$ cat config.mk
export PLATFORM = sky130hd
export DESIGN_NAME = bnn_frame_loader_flat
export DESIGN_NICKNAME = d
export VERILOG_FILES = /design/src/rtl/bnn_pkg.sv /design/src/rtl/bnn_frame_loader_if.sv /design/src/rtl/bnn_argmax_seq.sv /design/src/rtl/bnn_frame_loader.sv /design/src/flat_wrapper.sv
export SDC_FILE = /design/constraint.sdc
export NUM_CORES = 2
export LEC_CHECK = 0
export CAP_MARGIN = 0
export CORE_ASPECT_RATIO = 0.5
export CORE_UTILIZATION = 40
export DETAILED_ROUTE_END_ITERATION = 8
export PLACE_DENSITY = 0.61
export SETUP_SLACK_MARGIN = 0.5
export SYNTH_ARGS = -nofsm -noshare
export SYNTH_HDL_FRONTEND = slang
export SYNTH_SLANG_ARGS = --single-unit
$ cat constraint.sdc
create_clock -name clk_i -period 5.1 [get_ports clk_i]
set_input_delay 1.53 -clock clk_i [delete_from_list [all_inputs] [get_ports clk_i]]
set_output_delay 1.53 -clock clk_i [all_outputs]
set_load 0.005 [all_outputs]
$ cat src/rtl/bnn_pkg.sv
// Shared constants, FSM state type and score array type for the BNN frame loader.
// Also holds the column-wrap helper that maps a column sum back onto the 28-pixel row.
package bnn_pkg;

   localparam int IMG_ROWS      = 28;
   localparam int IMG_COLS      = 28;
   localparam int IMG_BYTES     = 98;
   localparam int DEF_N_CLASSES = 10;
   localparam int DEF_SCORE_W   = 7;

   typedef enum logic [1:0] {
      ST_LOAD   = 2'd0,
      ST_SETTLE = 2'd1,
      ST_ARGMAX = 2'd2,
      ST_DONE   = 2'd3
   } state_t;

   typedef logic [DEF_N_CLASSES-1:0][DEF_SCORE_W-1:0] score_arr_t;

   typedef struct packed {
      logic       row_inc;
      logic [4:0] col;
   } pix_step_t;

   // A column sum never reaches 2*IMG_COLS, so one conditional subtract replaces a modulo.
   function automatic pix_step_t col_wrap(input logic [5:0] col_sum);
      pix_step_t r;
      if (col_sum >= 6'(IMG_COLS)) begin
         r.row_inc = 1'b1;
         r.col     = 5'(col_sum - 6'(IMG_COLS));
      end else begin
         r.row_inc = 1'b0;
         r.col     = col_sum[4:0];
      end
      return r;
   endfunction

endpackage

$ cat src/rtl/bnn_frame_loader_if.sv
// Byte-stream input and result handshake between a host/consumer and the frame loader.
// The signal names carry the loader's own port directions.
interface bnn_frame_loader_if #(
   parameter int SCORE_W = 7
);
   logic               byte_valid_i;
   logic [7:0]         byte_data_i;
   logic               byte_ready_o;
   logic               res_valid_o;
   logic               res_ready_i;
   logic [3:0]         res_class_o;
   logic [SCORE_W-1:0] res_score_o;

   modport master (
      output byte_valid_i, byte_data_i, res_ready_i,
      input  byte_ready_o, res_valid_o, res_class_o, res_score_o
   );

   modport slave (
      input  byte_valid_i, byte_data_i, res_ready_i,
      output byte_ready_o, res_valid_o, res_class_o, res_score_o
   );
endinterface

$ cat src/rtl/bnn_argmax_seq.sv
// Sequential argmax: one class per cycle after start, strict greater-than so ties keep the lowest index.
// done pulses for one cycle while best_idx/best_score hold the final result.
module bnn_argmax_seq
   import bnn_pkg::*;
#(
   parameter int N_CLASSES = 10,
   parameter int SCORE_W   = 7
) (
   input  logic                              clk,
   input  logic                              rst_n,
   input  logic                              start,
   input  logic [N_CLASSES-1:0][SCORE_W-1:0] scores,
   output logic                              done,
   output logic [3:0]                        best_idx,
   output logic [SCORE_W-1:0]                best_score
);
   localparam int IDX_W = (N_CLASSES > 1) ? $clog2(N_CLASSES) : 1;
   localparam logic [IDX_W-1:0] LAST_IDX = IDX_W'(N_CLASSES - 1);

   logic [IDX_W-1:0]   cnt_r;
   logic               running_r;
   logic               done_r;
   logic [IDX_W-1:0]   best_idx_r;
   logic [SCORE_W-1:0] best_score_r;

   // Scan state: class 0 seeds the running best on start, the rest are compared one per cycle.
   always_ff @(posedge clk or negedge rst_n) begin
      if (!rst_n) begin
         cnt_r        <= '0;
         running_r    <= 1'b0;
         done_r       <= 1'b0;
         best_idx_r   <= '0;
         best_score_r <= '0;
      end else begin
         done_r <= 1'b0;
         if (start) begin
            best_idx_r   <= '0;
            best_score_r <= scores[0];
            if (LAST_IDX == '0) begin
               running_r <= 1'b0;
               done_r    <= 1'b1;
            end else begin
               running_r <= 1'b1;
               cnt_r     <= IDX_W'(1);
            end
         end else if (running_r) begin
            if (scores[cnt_r] > best_score_r) begin
               best_idx_r   <= cnt_r;
               best_score_r <= scores[cnt_r];
            end
            if (cnt_r == LAST_IDX) begin
               running_r <= 1'b0;
               done_r    <= 1'b1;
            end else begin
               cnt_r <= cnt_r + IDX_W'(1);
            end
         end
      end
   end

   assign done       = done_r;
   assign best_idx   = 4'(best_idx_r);
   assign best_score = best_score_r;

endmodule

$ cat src/rtl/bnn_frame_loader.sv
// Loads a 28x28 binary image byte by byte into the BNN input, lets the BNN settle,
// captures its class scores and reports the argmax class through a valid/ready handshake.
module bnn_frame_loader
   import bnn_pkg::*;
#(
   parameter int SETTLE_CYCLES = 4,
   parameter int N_CLASSES     = 10,
   parameter int SCORE_W       = 7
) (
   input  logic                                  clk_i,
   input  logic                                  rst_ni,
   bnn_frame_loader_if.slave                     bus,
   output logic [0:0][IMG_ROWS-1:0][IMG_COLS-1:0] layer_o,
   input  logic [N_CLASSES-1:0][SCORE_W-1:0]     scores_i,
   output logic                                  trigger_o,
   output logic                                  busy_o
);
   localparam logic [6:0] LAST_BYTE   = 7'(IMG_BYTES - 1);
   localparam logic [7:0] LAST_SETTLE = 8'(SETTLE_CYCLES - 1);

   state_t                                 state_r;
   logic [6:0]                             byte_cnt_r;
   logic [4:0]                             base_row_r;
   logic [4:0]                             base_col_r;
   logic [7:0]                             settle_cnt_r;
   logic [0:0][IMG_ROWS-1:0][IMG_COLS-1:0] layer_r;
   logic [N_CLASSES-1:0][SCORE_W-1:0]      score_buf_r;
   logic                                   start_r;
   logic                                   res_valid_r;
   logic [3:0]                             res_class_r;
   logic [SCORE_W-1:0]                     res_score_r;
   logic                                   trigger_r;
   logic                                   busy_r;
   logic                                   byte_ready_r;

   logic                                   accept_s;
   pix_step_t                              base_step_s;
   pix_step_t                              bit_step_s [8];
   logic [4:0]                             pix_row_s  [8];
   logic [4:0]                             pix_col_s  [8];
   logic                                   scan_done_s;
   logic [3:0]                             scan_idx_s;
   logic [SCORE_W-1:0]                     scan_score_s;

   assign accept_s    = bus.byte_valid_i & byte_ready_r;
   assign base_step_s = col_wrap({1'b0, base_col_r} + 6'd8);

   // base_row/base_col track pixel 8k, so each bit's position is one add and a wrap.
   always_comb begin
      for (int b = 0; b < 8; b++) begin
         bit_step_s[b] = col_wrap({1'b0, base_col_r} + 6'(b));
         pix_row_s[b]  = base_row_r + {4'd0, bit_step_s[b].row_inc};
         pix_col_s[b]  = bit_step_s[b].col;
      end
   end

   // Image store: only accepted bytes write, so unwritten pixels keep the previous frame.
   always_ff @(posedge clk_i or negedge rst_ni) begin
      if (!rst_ni) begin
         layer_r <= '0;
      end else if (accept_s) begin
         for (int b = 0; b < 8; b++) begin
            layer_r[0][pix_row_s[b]][pix_col_s[b]] <= bus.byte_data_i[b];
         end
      end
   end

   // Control FSM with all handshake and status outputs registered alongside the state.
   always_ff @(posedge clk_i or negedge rst_ni) begin
      if (!rst_ni) begin
         state_r      <= ST_LOAD;
         byte_cnt_r   <= '0;
         base_row_r   <= '0;
         base_col_r   <= '0;
         settle_cnt_r <= '0;
         score_buf_r  <= '0;
         start_r      <= 1'b0;
         res_valid_r  <= 1'b0;
         res_class_r  <= '0;
         res_score_r  <= '0;
         trigger_r    <= 1'b0;
         busy_r       <= 1'b0;
         byte_ready_r <= 1'b1;
      end else begin
         start_r <= 1'b0;
         case (state_r)
            ST_LOAD: begin
               if (accept_s) begin
                  if (byte_cnt_r == LAST_BYTE) begin
                     byte_cnt_r   <= '0;
                     base_row_r   <= '0;
                     base_col_r   <= '0;
                     settle_cnt_r <= '0;
                     state_r      <= ST_SETTLE;
                     byte_ready_r <= 1'b0;
                     trigger_r    <= 1'b1;
                     busy_r       <= 1'b1;
                  end else begin
                     byte_cnt_r <= byte_cnt_r + 7'd1;
                     base_row_r <= base_row_r + {4'd0, base_step_s.row_inc};
                     base_col_r <= base_step_s.col;
                  end
               end
            end
            ST_SETTLE: begin
               if (settle_cnt_r == LAST_SETTLE) begin
                  score_buf_r <= scores_i;
                  start_r     <= 1'b1;
                  trigger_r   <= 1'b0;
                  state_r     <= ST_ARGMAX;
               end else begin
                  settle_cnt_r <= settle_cnt_r + 8'd1;
               end
            end
            ST_ARGMAX: begin
               if (scan_done_s) begin
                  res_valid_r <= 1'b1;
                  res_class_r <= scan_idx_s;
                  res_score_r <= scan_score_s;
                  state_r     <= ST_DONE;
               end
            end
            ST_DONE: begin
               if (bus.res_ready_i) begin
                  res_valid_r  <= 1'b0;
                  busy_r       <= 1'b0;
                  byte_ready_r <= 1'b1;
                  state_r      <= ST_LOAD;
               end
            end
            default: begin
               state_r      <= ST_LOAD;
               res_valid_r  <= 1'b0;
               trigger_r    <= 1'b0;
               busy_r       <= 1'b0;
               byte_ready_r <= 1'b1;
            end
         endcase
      end
   end

   bnn_argmax_seq #(
      .N_CLASSES (N_CLASSES),
      .SCORE_W   (SCORE_W)
   ) u_argmax (
      .clk        (clk_i),
      .rst_n      (rst_ni),
      .start      (start_r),
      .scores     (score_buf_r),
      .done       (scan_done_s),
      .best_idx   (scan_idx_s),
      .best_score (scan_score_s)
   );

   assign layer_o          = layer_r;
   assign trigger_o        = trigger_r;
   assign busy_o           = busy_r;
   assign bus.byte_ready_o = byte_ready_r;
   assign bus.res_valid_o  = res_valid_r;
   assign bus.res_class_o  = res_class_r;
   assign bus.res_score_o  = res_score_r;

endmodule

$ cat src/flat_wrapper.sv
// flat-port wrapper written by rule: the top's interface ports become plain ports
module bnn_frame_loader_flat import bnn_pkg::*;
#(
   parameter int SETTLE_CYCLES = 4,
   parameter int N_CLASSES     = 10,
   parameter int SCORE_W       = 7
)
  (clk_i, rst_ni, layer_o, scores_i, trigger_o, busy_o, bus_byte_valid_i, bus_byte_data_i, bus_res_ready_i, bus_byte_ready_o, bus_res_valid_o, bus_res_class_o, bus_res_score_o);
  bnn_frame_loader_if #(.SCORE_W(SCORE_W)) bus_i ();
  input  logic clk_i;
  input  logic rst_ni;
  output logic [0:0][IMG_ROWS-1:0][IMG_COLS-1:0] layer_o;
  input  logic [N_CLASSES-1:0][SCORE_W-1:0] scores_i;
  output logic trigger_o;
  output logic busy_o;
  input wire logic [$bits(bus_i.byte_valid_i)-1:0] bus_byte_valid_i;
  input wire logic [$bits(bus_i.byte_data_i)-1:0] bus_byte_data_i;
  input wire logic [$bits(bus_i.res_ready_i)-1:0] bus_res_ready_i;
  output wire logic [$bits(bus_i.byte_ready_o)-1:0] bus_byte_ready_o;
  output wire logic [$bits(bus_i.res_valid_o)-1:0] bus_res_valid_o;
  output wire logic [$bits(bus_i.res_class_o)-1:0] bus_res_class_o;
  output wire logic [$bits(bus_i.res_score_o)-1:0] bus_res_score_o;
  assign bus_i.byte_valid_i = bus_byte_valid_i;
  assign bus_i.byte_data_i = bus_byte_data_i;
  assign bus_i.res_ready_i = bus_res_ready_i;
  assign bus_byte_ready_o = bus_i.byte_ready_o;
  assign bus_res_valid_o = bus_i.res_valid_o;
  assign bus_res_class_o = bus_i.res_class_o;
  assign bus_res_score_o = bus_i.res_score_o;
  bnn_frame_loader #(.SETTLE_CYCLES(SETTLE_CYCLES), .N_CLASSES(N_CLASSES), .SCORE_W(SCORE_W)) u_core (.clk_i(clk_i), .rst_ni(rst_ni), .bus(bus_i), .layer_o(layer_o), .scores_i(scores_i), .trigger_o(trigger_o), .busy_o(busy_o));
endmodule
==> reports/qor.yml <==
pwr:
  leakagePower_nw: 26.1
  power.density_mw_per_mm2: 213
  finalPower_mw: 15.3
  vdd_drop_max_mv: 0.218
layout:
  fin_nets: 7097
  drive_gt1_share_pct: 13.2
  syn_to_final_growth_pct: 25.0
setup_path:
  cp-start-kind: "flop"
  critPathMaxFanout: 20
  cp_data_required_time_ps: 5760
  endpoint_kind: "flop"
  r2r_slack_ps: 460
  arrival_ps: 5300
  criticalPathCategory: "flop to flop"
route:
  drc_errors: 1
  vias: 64100
  first_pass_iters: 9
  drtAntennaViolNets: 0
  wl_per_cell_microns: 34.9
  drt_iter0_drc: 9968
  routed_via_density: 7.17
  wl_mm: 312
timing:
  hold_viol_final: 0
  setup_viol: 0
  max_slew.worst_pin.slew_ps: 1410
  finClkSkew_ps: 30.4
  tns_ps: 0
  fmax_mhz: 216
  relSlewSlack_pct: 5.46
  drv_slew: 0
  period_share_pct: 91.0
  finalCriticalPeriod_ps: 4640
  rsz0062_at_grt: "yes"
clock_tree:
  clkLatencyLatePin_ps: 740
  clk_pin_slew_worst_paths_ps: 70
  clockRootBuffer: "clkbuf_16"
  htree_levels: 3
  clock-sinks: 912
  cts_made_buffers: 92
  cts_tree: "yes"
  postCtsHoldBufs: 0
  ctsLongestPathBuffers: 3
die:
  pin_count: 881
  die_w_microns: 539
  coreArea_sq_mm: 0.141
  start_util_pct: 40.7
  die_y_microns: 270
  die_area_sq_mm: 0.146
  num_rows: 97
worst_hold_path:
  hold_path.class: "flop to flop"
placed_design:
  dp_hpwl_mm: 221
  place_congestion: 1.01
  port_buffers: 880
grt:
  grtUsageTotal_pct: 41.0
  grt_pass1_wl_mm: 441
  globalRoute.totalOverflow: 0
  grt_pass1_vias: 59700
  grt_max_degree: 113
  antenna_found_initial: 5
run:
  maxCapViolations: 0
synth:
  synth_sequential_area_ratio_pct: 39.6
  syn_area_sq_mm: 0.0576
  synth_top_flop_cell: "dfrtp_1"
  syn_nets: 6530
  ys_async_sr_fraction_pct: 100
  synth_cell_types: 132
  yosys_register_bits: 912
  synth_area_per_cell_sq_um: 8.99
  ys_warn_count: 0
  netlist_instances: 6403
  synth_edf_count: 0
run_status:
  violations: "design-rule violations"
  status: "complete, but fails checks"
-- registers in the layout, summed over array words and instances, names as in the netlist --
register / cells
u_core.u_argmax.best_score: 7
u_core.state_r: 2
u_core.u_argmax.best_idx: 4
u_core.bus.res_valid_o: 1
u_core.u_argmax.cnt_r: 4
u_core.u_argmax.running_r: 1
u_core.byte_cnt_r: 7
u_core.bus.res_class_o: 4
u_core.layer_o: 784
u_core.u_argmax.done: 1
u_core.start_r: 1
u_core.base_row_r: 5
u_core.base_col_r: 3
u_core.bus.res_score_o: 7
u_core.score_buf_r: 70
u_core.bus.byte_ready_o: 1
u_core.busy_o: 1
u_core.settle_cnt_r: 8
u_core.trigger_o: 1
-- cell families (layout without fill, tap and decap cells) --
kind of cell / count (synthesis) / after routing / share of synthesized area (%)
xor+xnor: 9 / 9 / 0.150
flops: 912 / 912 / 39.6
compound gates: 2437 / 2437 / 31.0
simple gates: 1967 / 1967 / 16.5
other cells: 0 / 2 / 0
buf+inv: 740 / 1386 / 6.00
mux: 293 / 293 / 5.72
fa+ha+maj: 45 / 45 / 0.991
-- power breakdown --
| part | total (mW) | leakage [nW] | switching, mW | internal (mW) |
|---|---|---|---|---|
| Combinational | 0.290 | 12.1 | 0.201 | 0.0890 |
| Clock | 7.82 | 1.65 | 3.43 | 4.39 |
| Sequential | 7.23 | 12.3 | 0 | 7.23 |
-- final cells by class --
cell class                 instances  area (sq um)
inverter                          32           120
clock inverter                    51           693
multi-input combinational       4751         31800
fill                           12900         69400
antenna                            2          5.00
timing repair buffer            1181         11500
clock buffer                     122          2680
tap                             1881          2350
sequential                       912         22800
-- Yosys cell counts, types with 37 or more instances --
cell      count  area [sq um]
dfrtp_1     911         22800
nand2_1     781          2930
o22ai_1     468          2930
a21oi_1     378          1890
nor2_1      370          1390
clkbuf_1    350          1310
a221oi_1    334          2930
a311oi_1    256          2240
buf_2       245          1230
a211oi_1    242          1820
nand3_1     211          1060
nor3_1      190           951
mux2i_1     136          1360
mux2_2      132          1490
o21ai_0     125           626
a31oi_1      84           526
o32ai_1      67           587
o31ai_1      62           465
o211ai_1     55           413
nand4_1      49           307
buf_4        48           360
a32oi_1      47           412
nand2b_1     47           294
ha_1         44           551
buf_1        38           143
or3_1        37           231
-- worst paths after layout --
check / from / end / cells after the start
max: u_core.base_col_r[3]$_DFFE_PN0P_ / u_core.layer_o[614]$_DFFE_PN0P_ / 12
min: u_core.score_buf_r[66]$_DFFE_PN0P_ / u_core.score_buf_r[66]$_DFFE_PN0P_ / 2
max reg2reg: u_core.base_col_r[3]$_DFFE_PN0P_ / u_core.layer_o[614]$_DFFE_PN0P_ / 12
min reg2reg: u_core.score_buf_r[66]$_DFFE_PN0P_ / u_core.score_buf_r[66]$_DFFE_PN0P_ / 2
max in group asynchronous: rst_ni / u_core.layer_o[98]$_DFFE_PN0P_ / 3
min in group asynchronous: rst_ni / u_core.score_buf_r[15]$_DFFE_PN0P_ / 1
-- layer usage --
metal | vias up | global-route usage, % | wire, microns
li1 | 26200 | - | -
met1 | 31900 | 56.3 | 125000
met2 | 4941 | 58.9 | 130000
met3 | 951 | 11.0 | 38100
met4 | 2 | 20.9 | 18800
met5 | - | 0 | 7
-- repair_timing --
item,in CTS,in global routing
gates resized for setup,7,45
buffers inserted,0,10
pin swaps,0,5
endpoints found under the setup margin,61,304
-- critical path: stages, from the launching register on --
cell	delay, ps
dfrtp_1	390
buf_4	220
ha_1	280
nand2_1	330
inv_1	90
ha_1	270
ha_1	350
nand4b_1	280
and2_1	280
nor3_2	740
nand2_1	510
o21ai_1	570
mux2_2	260
-- stage by stage --
stage / cell area (sq um) / utilization, % / setup WS, ps / cells / hold slack, ps
after floorplan: 57600 / - / 899 / 6403 / 440
after global placement: 68200 / 48.3 / 317 / 8747 / 453
after detailed placement: 68200 / 48.3 / 192 / 8747 / 457
after CTS: 71600 / 50.7 / 493 / 8920 / 474
after global routing: 72000 / 50.9 / 455 / 8932 / 491
final: 72000 / 50.9 / 461 / 8932 / 469
-- layout by cell type (no fill, tap or decap), drive strengths merged, types with 14 or more instances in the layout --
master         Yosys  final
o31ai             62     62
a21o              23     23
nor3             229    229
a31oi             91     91
o32ai             72     72
and2              38     38
or3               38     38
a32oi             48     48
ha                44     44
nand4             54     54
o21ai            144    144
a211oi           243    243
a21oi            392    392
clkbuf           352    122
a31o              17     17
mux2i            137    137
buf              356    302
mux4              14     14
a32o              18     18
a22oi             24     24
a311oi           256    256
nand2b            47     47
nor2             418    418
a2111oi           37     37
o22a              18     18
nand3            214    214
o211ai            58     58
o22ai            479    479
inv               30     34
mux2             142    142
clkdlybuf4s50      0    879
a221oi           338    338
nand2            803    803
clkinv             2     28
dfrtp            911    911
and3              19     19
nor2b             28     28
Note: power is estimated with default switching activity, not from simulation.
